**src/rtl/video_timing_gen.sv**
```systemverilog
// Programmable raster timing generator: pixel requests lead the display outputs by
// REQ_LEAD+1 cycles so an external source can return RGB_In in time.
module video_timing_gen #(
    parameter int CNT_W        = 12,
    parameter int REQ_LEAD     = 2,
    parameter int DEF_H_ACTIVE = 1280,
    parameter int DEF_H_FP     = 110,
    parameter int DEF_H_SYNC   = 40,
    parameter int DEF_H_BP     = 220,
    parameter int DEF_V_ACTIVE = 720,
    parameter int DEF_V_FP     = 5,
    parameter int DEF_V_SYNC   = 5,
    parameter int DEF_V_BP     = 20
) (
    input  logic             clk,
    input  logic             Rst,
    input  logic             enable,
    input  logic             cfg_wr,
    input  logic [3:0]       cfg_addr,
    input  logic [CNT_W-1:0] cfg_wdata,
    input  logic             cfg_commit,
    output logic             cfg_pending,
    output logic             cfg_err,
    output logic             pix_req,
    output logic [CNT_W-1:0] req_x,
    output logic [CNT_W-1:0] req_y,
    output logic             sof,
    input  logic [23:0]      RGB_In,
    output logic [23:0]      RGB_Data,
    output logic             RGB_HSync,
    output logic             RGB_VSync,
    output logic             RGB_VDE,
    output logic [CNT_W-1:0] Set_X,
    output logic [CNT_W-1:0] Set_Y
);
    localparam int SUM_W = CNT_W + 2;
    localparam logic [SUM_W-1:0] SUM_MAX = {2'b00, {CNT_W{1'b1}}};

    function automatic logic [CNT_W-1:0] def_val(input logic [2:0] idx);
        case (idx)
            3'd0:    def_val = CNT_W'(DEF_H_ACTIVE);
            3'd1:    def_val = CNT_W'(DEF_H_FP);
            3'd2:    def_val = CNT_W'(DEF_H_SYNC);
            3'd3:    def_val = CNT_W'(DEF_H_BP);
            3'd4:    def_val = CNT_W'(DEF_V_ACTIVE);
            3'd5:    def_val = CNT_W'(DEF_V_FP);
            3'd6:    def_val = CNT_W'(DEF_V_SYNC);
            default: def_val = CNT_W'(DEF_V_BP);
        endcase
    endfunction

    function automatic logic [SUM_W-1:0] sum3(input logic [CNT_W-1:0] a, input logic [CNT_W-1:0] b,
                                              input logic [CNT_W-1:0] c);
        sum3 = SUM_W'(a) + SUM_W'(b) + SUM_W'(c);
    endfunction

    // Field order: H_ACTIVE, H_FP, H_SYNC, H_BP, V_ACTIVE, V_FP, V_SYNC, V_BP
    logic [CNT_W-1:0] stg [8];
    logic [CNT_W-1:0] act_f [8];
    logic [1:0]       stg_pol, act_pol;
    logic [CNT_W-1:0] h, v;

    logic [SUM_W-1:0] stg_h_tot, stg_v_tot;
    logic             stg_ok;
    logic [SUM_W-1:0] h_ext, v_ext, h_blank, v_blank, h_last, v_last;
    logic             h_end, v_end, in_act, in_hs, in_vs;
    logic [CNT_W-1:0] x_next, y_next;

    logic                s1_hs, s1_vs;
    logic [REQ_LEAD-1:0] p_act, p_hs, p_vs;
    logic [CNT_W-1:0]    p_x [REQ_LEAD];
    logic [CNT_W-1:0]    p_y [REQ_LEAD];

    // Staged-set sanity check evaluated at commit time.
    always_comb begin
        stg_h_tot = sum3(stg[1], stg[2], stg[3]) + SUM_W'(stg[0]);
        stg_v_tot = sum3(stg[5], stg[6], stg[7]) + SUM_W'(stg[4]);
        stg_ok    = (stg[0] != '0) && (stg[2] != '0) && (stg[4] != '0) && (stg[6] != '0) &&
                    (stg_h_tot <= SUM_MAX) && (stg_v_tot <= SUM_MAX);
    end

    // Raster decode of the current counter state against the active set.
    always_comb begin
        h_ext   = SUM_W'(h);
        v_ext   = SUM_W'(v);
        h_blank = sum3(act_f[1], act_f[2], act_f[3]);
        v_blank = sum3(act_f[5], act_f[6], act_f[7]);
        h_last  = h_blank + SUM_W'(act_f[0]) - SUM_W'(1);
        v_last  = v_blank + SUM_W'(act_f[4]) - SUM_W'(1);
        h_end   = (h_ext == h_last);
        v_end   = (v_ext == v_last);
        in_act  = enable && (h_ext >= h_blank) && (v_ext >= v_blank);
        in_hs   = enable && (h_ext >= SUM_W'(act_f[1])) &&
                  (h_ext < SUM_W'(act_f[1]) + SUM_W'(act_f[2]));
        in_vs   = enable && (v_ext >= SUM_W'(act_f[5])) &&
                  (v_ext < SUM_W'(act_f[5]) + SUM_W'(act_f[6]));
        x_next  = in_act ? CNT_W'(h_ext - h_blank) : '0;
        y_next  = in_act ? CNT_W'(v_ext - v_blank) : '0;
    end

    // Raster counters, parked at the origin while disabled.
    always_ff @(posedge clk or posedge Rst) begin
        if (Rst) begin
            h <= '0;
            v <= '0;
        end else if (!enable) begin
            h <= '0;
            v <= '0;
        end else if (h_end) begin
            h <= '0;
            v <= v_end ? '0 : v + CNT_W'(1);
        end else begin
            h <= h + CNT_W'(1);
        end
    end

    // Staging registers, commit handshake and frame-boundary swap into the active set.
    always_ff @(posedge clk or posedge Rst) begin
        if (Rst) begin
            for (int i = 0; i < 8; i++) begin
                stg[i]   <= def_val(3'(i));
                act_f[i] <= def_val(3'(i));
            end
            stg_pol     <= 2'b11;
            act_pol     <= 2'b11;
            cfg_pending <= 1'b0;
            cfg_err     <= 1'b0;
        end else begin
            cfg_err <= 1'b0;
            if (cfg_wr && !cfg_pending) begin
                if (cfg_addr < 4'd8) begin
                    stg[cfg_addr[2:0]] <= cfg_wdata;
                end else if (cfg_addr == 4'd8) begin
                    stg_pol <= cfg_wdata[1:0];
                end
            end
            if (cfg_pending) begin
                // Swap only where the counters restart at the origin next cycle.
                if (!enable || (h_end && v_end)) begin
                    act_f       <= stg;
                    act_pol     <= stg_pol;
                    cfg_pending <= 1'b0;
                end
            end else if (cfg_commit) begin
                if (stg_ok) begin
                    cfg_pending <= 1'b1;
                end else begin
                    cfg_err <= 1'b1;
                end
            end
        end
    end

    // Request stage, REQ_LEAD-deep delay line, then the display output registers.
    always_ff @(posedge clk or posedge Rst) begin
        if (Rst) begin
            pix_req   <= 1'b0;
            req_x     <= '0;
            req_y     <= '0;
            sof       <= 1'b0;
            s1_hs     <= 1'b0;
            s1_vs     <= 1'b0;
            p_act     <= '0;
            p_hs      <= '0;
            p_vs      <= '0;
            for (int i = 0; i < REQ_LEAD; i++) begin
                p_x[i] <= '0;
                p_y[i] <= '0;
            end
            RGB_VDE   <= 1'b0;
            RGB_HSync <= 1'b0;
            RGB_VSync <= 1'b0;
            Set_X     <= '0;
            Set_Y     <= '0;
            RGB_Data  <= 24'd0;
        end else begin
            pix_req  <= in_act;
            req_x    <= x_next;
            req_y    <= y_next;
            sof      <= enable && (h == '0) && (v == '0);
            s1_hs    <= in_hs;
            s1_vs    <= in_vs;
            p_act[0] <= pix_req;
            p_hs[0]  <= s1_hs;
            p_vs[0]  <= s1_vs;
            p_x[0]   <= req_x;
            p_y[0]   <= req_y;
            for (int i = 1; i < REQ_LEAD; i++) begin
                p_act[i] <= p_act[i-1];
                p_hs[i]  <= p_hs[i-1];
                p_vs[i]  <= p_vs[i-1];
                p_x[i]   <= p_x[i-1];
                p_y[i]   <= p_y[i-1];
            end
            RGB_VDE   <= p_act[REQ_LEAD-1];
            RGB_HSync <= p_hs[REQ_LEAD-1] ^ ~act_pol[0];
            RGB_VSync <= p_vs[REQ_LEAD-1] ^ ~act_pol[1];
            Set_X     <= p_x[REQ_LEAD-1];
            Set_Y     <= p_y[REQ_LEAD-1];
            RGB_Data  <= p_act[REQ_LEAD-1] ? RGB_In : 24'd0;
        end
    end
endmodule

```
**config.mk**
```make
export PLATFORM = sky130hd
export DESIGN_NAME = video_timing_gen
export DESIGN_NICKNAME = d
export VERILOG_FILES = /design/src/rtl/video_timing_gen.sv
export SDC_FILE = /design/constraint.sdc
export NUM_CORES = 1
export LEC_CHECK = 0
export ABC_CLOCK_PERIOD_IN_PS = 14950
export CAP_MARGIN = 20
export CORE_ASPECT_RATIO = 0.6
export CORE_MARGIN = 10
export CORE_UTILIZATION = 55
export DETAILED_ROUTE_END_ITERATION = 16
export HOLD_SLACK_MARGIN = 0.12
export PLACE_DENSITY = 0.78
export SYNTH_ARGS = -nofsm -noshare
export SYNTH_HDL_FRONTEND = slang
export SYNTH_SLANG_ARGS = --single-unit
```
**constraint.sdc**
```tcl
create_clock -name clk -period 14.95 [get_ports clk]
set_input_delay 4.485 -clock clk [delete_from_list [all_inputs] [get_ports clk]]
set_output_delay 4.485 -clock clk [all_outputs]
set_load 0.02 [all_outputs]
```
# == Yosys cells after proc, flatten, opt, wreduce, memory -nomap -nowiden ==
# Index checks and enable logic that the tools add are counted.
# word_totals
register_bits,355
elab_cells,126
inputBits,45
output_inout_bits,79
# op_classes
n_bitwise,6
mux,18
eq_ne,4
addsub,18
reduce_logical,28
n_lt_le_gt_ge,11
# ops
cell,n
bitwise mux 96 bit,1
two-way mux 12 bit,8
adder 13 x 12 -> 14 bit,4
adder 14 x 12 -> 14 bit,4
adder 12 x 12 -> 13 bit,4
nonzero test 12 bit,4
demux 12 bit (select 3 bit),1
equality test 12 x 14 -> 1 bit,2
>= comparator 12 x 14 -> 1 bit,2
<= comparator 14 x 12 -> 1 bit (second input constant),2
subtractor 14 x 1 -> 14 bit (second input constant),2
less-than comparator 12 x 13 -> 1 bit,2
adder 12 x 1 -> 12 bit (second input constant),2
>= comparator 12 bit,2
zero test 12 bit,2
two-way mux 24 bit,1
subtractor 12 bit,2
logical AND 1 bit,16
two-way mux 1 bit,7
equality test 4 bit (second input constant),1
>= comparator 4 bit (second input constant),1
less-than comparator 4 x 1 -> 1 bit (second input constant),1
less-than comparator 4 bit (second input constant),1
NOT 3 -> 4 bit,1
7 further kinds,12

# == Depth between registers and ports, before layout ==
# depth
word_depth,9
depth_mapped,32
mapped_depth_nobuf,29

# == Least setup slack after synthesis ==
# Ideal clock, no wire load.
# synth_path
kind,reg-to-reg
startpoint,register act_f[24] (netlist name)
endpoint,register act_f[0] (netlist name)
n_path_buf,3
arrival_time_ns,6.544
path_stages_with_launch,31
slack_ns,8.279
cell_sequence,dfstp_2 -> ha_1 -> inv_1 -> fa_1 -> nor2b_1 -> o21ai_0 -> a21boi_0 -> o21ai_0 -> nand2b_1 -> xnor2_1 -> ha_1 -> a2111oi_0 -> o211ai_1 -> a31oi_1 -> a21boi_0 -> o21a_1 -> or2_2 -> ha_1 -> inv_1 -> ha_1 -> clkbuf_1 -> xor2_1 -> and3_1 -> o41ai_1 -> o21ai_0 -> a2111oi_2 -> o311ai_2 -> o22ai_4 -> buf_6 -> buf_6 -> mux2_1
# synth_via
elab_chain_cells,8
# synth_lines
element,line_no,text
from (decl),59,logic [CNT_W-1:0] act_f [8];
"from (signal, indexed assignment)",122,act_f[i] <= def_val(3'(i));
from (signal assigned),140,act_f <= stg;
adder 12 x 12 -> 13 bit,54,sum3 = SUM_W'(a) + SUM_W'(b) + SUM_W'(c);
adder 13 x 12 -> 14 bit,54,
adder 14 x 12 -> 14 bit,89,v_last = v_blank + SUM_W'(act_f[4]) - SUM_W'(1);
subtractor 14 x 1 -> 14 bit,89,
equality test 12 x 14 -> 1 bit,91,v_end = (v_ext == v_last);
logical AND 1 bit,139,if (!enable || (h_end && v_end)) begin
logical OR 1 bit,139,
AND reduction 2 bit (no line),-,
# Every way passes these cells.
# A chain may end at the register's enable or synchronous reset.

# == Worst setup path in the final report ==
# layout_path
startpoint,register act_f[24] (netlist name)
endpoint,register act_f[72] (netlist name)
# Same word-level chain as after synthesis.

==> impl_metrics.ini <==
[clocking]
cts_root_buf = clkbuf_16
cts_hold_buf = 0
cts_setup_buffers = 0
cts-htree-levels = 2
cts_tree = done
clk_pin_slew_ps = 60
ctsResizeCount = 0
cts_buffers = 34
clk-insertion-delay-late_ps = 540
clock_sinks = 355
clockBufferDepth = 3

[sta]
slew_viol_final = 0
rsz0062_at_grt = no
fmax_ghz = 0.117
finalSetupViolCount = 0
hold_violations = 0
fin_crit_sh_pct = 57.0
slew_headroom_pct = 34.3
min_period_ps = 8520
worst_slew_pin_slew_ps = 986
fin_skew_ps = 31.1
tns_ps = 0

[worst_setup_path]
crit_type = flip-flop to flip-flop
critPathSlowestCell = buf_4
critPathArrivalTime_ps = 8930
worstPathRequired_ps = 15360
cp_max_fo = 50
worst-r2r-cell-count = 30
cpMostUsedCell = ha_1
max_stage_delay_ps = 630
end_kind = flip-flop
start_kind = flip-flop

[placed_design]
port_buffers = 123
place.gp.congestion = 0.939
place_hpwl_um = 40000

[logic_synthesis]
synth_top_area_share_pct = 36.8
syn_nets = 2095
synth_ff_type = dfrtp_1
yosys.area.top_type = dfrtp_1
synth_cell_types = 74
ys_seq_elements = 355
async_reset_ff_share_pct = 100
netlist_area_mm2 = 0.0206
yosysSeqAreaShare_pct = 43.4
yosysWarnings = 0
synth_edf_count = 0
synth_area_leaders = dfrtp_1 37%, ha_1 12%, mux2_2 9.7%
avgSynthCellArea_um2 = 11.4
syn_inst = 1800

[grt]
grt.total_usage_pct = 22.6
grt_start_max_net_pins = 146
grt_first_pass_wirelength_um = 82200
gr-total-overflow = 0
antenna_found_initial = 0
grt_pass1_vias = 14300

[die]
dieWidth_um = 270
pin_count = 124
rows = 54
core-area_mm2 = 0.0366
initial_utilization_pct = 56.2
die-area_mm2 = 0.0458
die_h_um = 170

[route]
routedWlPerCell_um = 21.2
first_iter_violations = 1380
firstDrtPassIters = 5
via_count = 14400
vias_per_cell = 5.87
drc = 0
wirelength_um = 52000
ant_nets = 0

[hold_path]
whs_path_depth = 0
hold_path_class = flip-flop to flip-flop

[finish]
syn2layout_area_growth_pct = 14.3
layout-drive-gt1-share_pct = 16.3
nets = 2218
multiInputGateArea_mm2 = 0.0109
num_antenna_cells = 0
layout.area.seq_mm2 = 0.00895
nFillCells = 2789

[flow_run]
maxCapViolCount = 0

[run_status]
status = finished, final reports clean
==> flip-flops by register name, summed over array words and instances, names as in the netlist, 2 cells and up <==
register / count
Set_X: 12
p_hs: 2
stg_pol: 2
v: 12
act_pol: 2
req_x: 12
p_vs: 2
stg: 96
p_x: 24
p_act: 2
h: 12
req_y: 12
RGB_Data: 24
act_f: 96
Set_Y: 12
p_y: 24
==> cell type report <==
type | instances | share of cell area (%)
Multi-Input combinational cell | 1255 | 46.3
Sequential cell | 355 | 38.0
Timing Repair Buffer | 131 | 5.49
Clock buffer | 44 | 4.08
Tap cell | 504 | 2.68
Inverter | 146 | 2.36
Clock inverter | 17 | 1.08
==> cell usage after synthesis (all sizes together) (10+ instances only) <==
cell type,number
a21boi,16
a21o,44
a21oi,64
and2,32
and3,18
buf,14
clkbuf,30
dfrtp,303
dfstp,52
fa,56
ha,194
inv,146
mux2,198
nand2,60
nand2b,24
nand3,32
nand4,19
nor2,81
nor2b,23
nor3,41
nor4,29
o21a,19
o21ai,54
or2,10
xnor2,64
xor2,38
==> cell usage in the layout, fill, tap and decap left out, drive strengths merged, types with 8 or more instances in the layout <==
cell type      instances
dfrtp                303
mux2                 198
ha                   194
inv                  148
clkdlybuf4s50        123
nor2                  81
a21oi                 64
xnor2                 64
nand2                 60
fa                    56
o21ai                 54
dfstp                 52
a21o                  44
clkbuf                44
nor3                  41
xor2                  38
nand3                 32
and2                  32
nor4                  29
nand2b                24
nor2b                 23
o21a                  19
nand4                 19
and3                  18
a21boi                16
or2                   10
nor4b                  9
o211ai                 9
o31ai                  8
a211oi                 8
buf                    8
==> worst max-delay path: cells and delay by family (launching register included) <==
| family | cells | cell delay [ps] |
|---|---|---|
| compound gates | 11 | 2790 |
| xor+xnor | 2 | 420 |
| mux | 1 | 410 |
| simple gates | 6 | 1110 |
| buf+inv | 5 | 1500 |
| flops | 1 | 550 |
| fa+ha+maj | 5 | 1580 |
==> per-stage QoR <==
step | std cells | worst slack, ps | hold WS [ps] | util [%] | area (um^2)
4_1_cts | 2452 | 6440 | 349 | 64.3 | 23500
5_1_grt | 2452 | 5590 | 353 | 64.3 | 23500
6_report | 2452 | 6430 | 347 | 64.3 | 23500
2_1_floorplan | 1800 | 702 | 331 | - | 20600
3_5_place_dp | 2391 | 6500 | 335 | 61.0 | 22300
3_3_place_gp | 2391 | 6890 | 331 | 61.0 | 22300
==> layer usage <==
metal	vias to the layer above	GRT usage, %	wire [um]
met5	-	0	0
met4	0	4.28	848
met1	7175	35.2	25900
met3	66	6.13	4880
li1	6637	-	-
met2	505	30.7	20400
==> cells by family (layout without fill, tap and decap cells) <==
| kind of cell | after synthesis | in the layout | synth area share [%] |
|---|---|---|---|
| buffers and inverters | 190 | 338 | 3.69 |
| adder cells (fa/ha/maj) | 253 | 253 | 17.4 |
| XOR/XNOR | 102 | 102 | 4.34 |
| flip-flops | 355 | 355 | 43.4 |
| AO/OA/AOI/OAI | 291 | 291 | 9.59 |
| multiplexers | 200 | 200 | 10.9 |
| AND/OR/NAND/NOR | 409 | 409 | 10.6 |
==> path summary, 6_finish.rpt <==
check                           startpoint   endpoint  slack, ps
worst max register to register   act_f[24]  act_f[72]       6430
worst min register to register      p_x[3]   Set_X[3]        350
max in group asynchronous              Rst    stg[47]       8010
worst max-delay path             act_f[24]  act_f[72]       6430
worst min-delay path                p_x[3]   Set_X[3]        350
min in group asynchronous              Rst    p_y[21]       4580
Power is not shown: default switching activity piles up to over one toggle a cycle in this logic, so the estimate is an artifact.
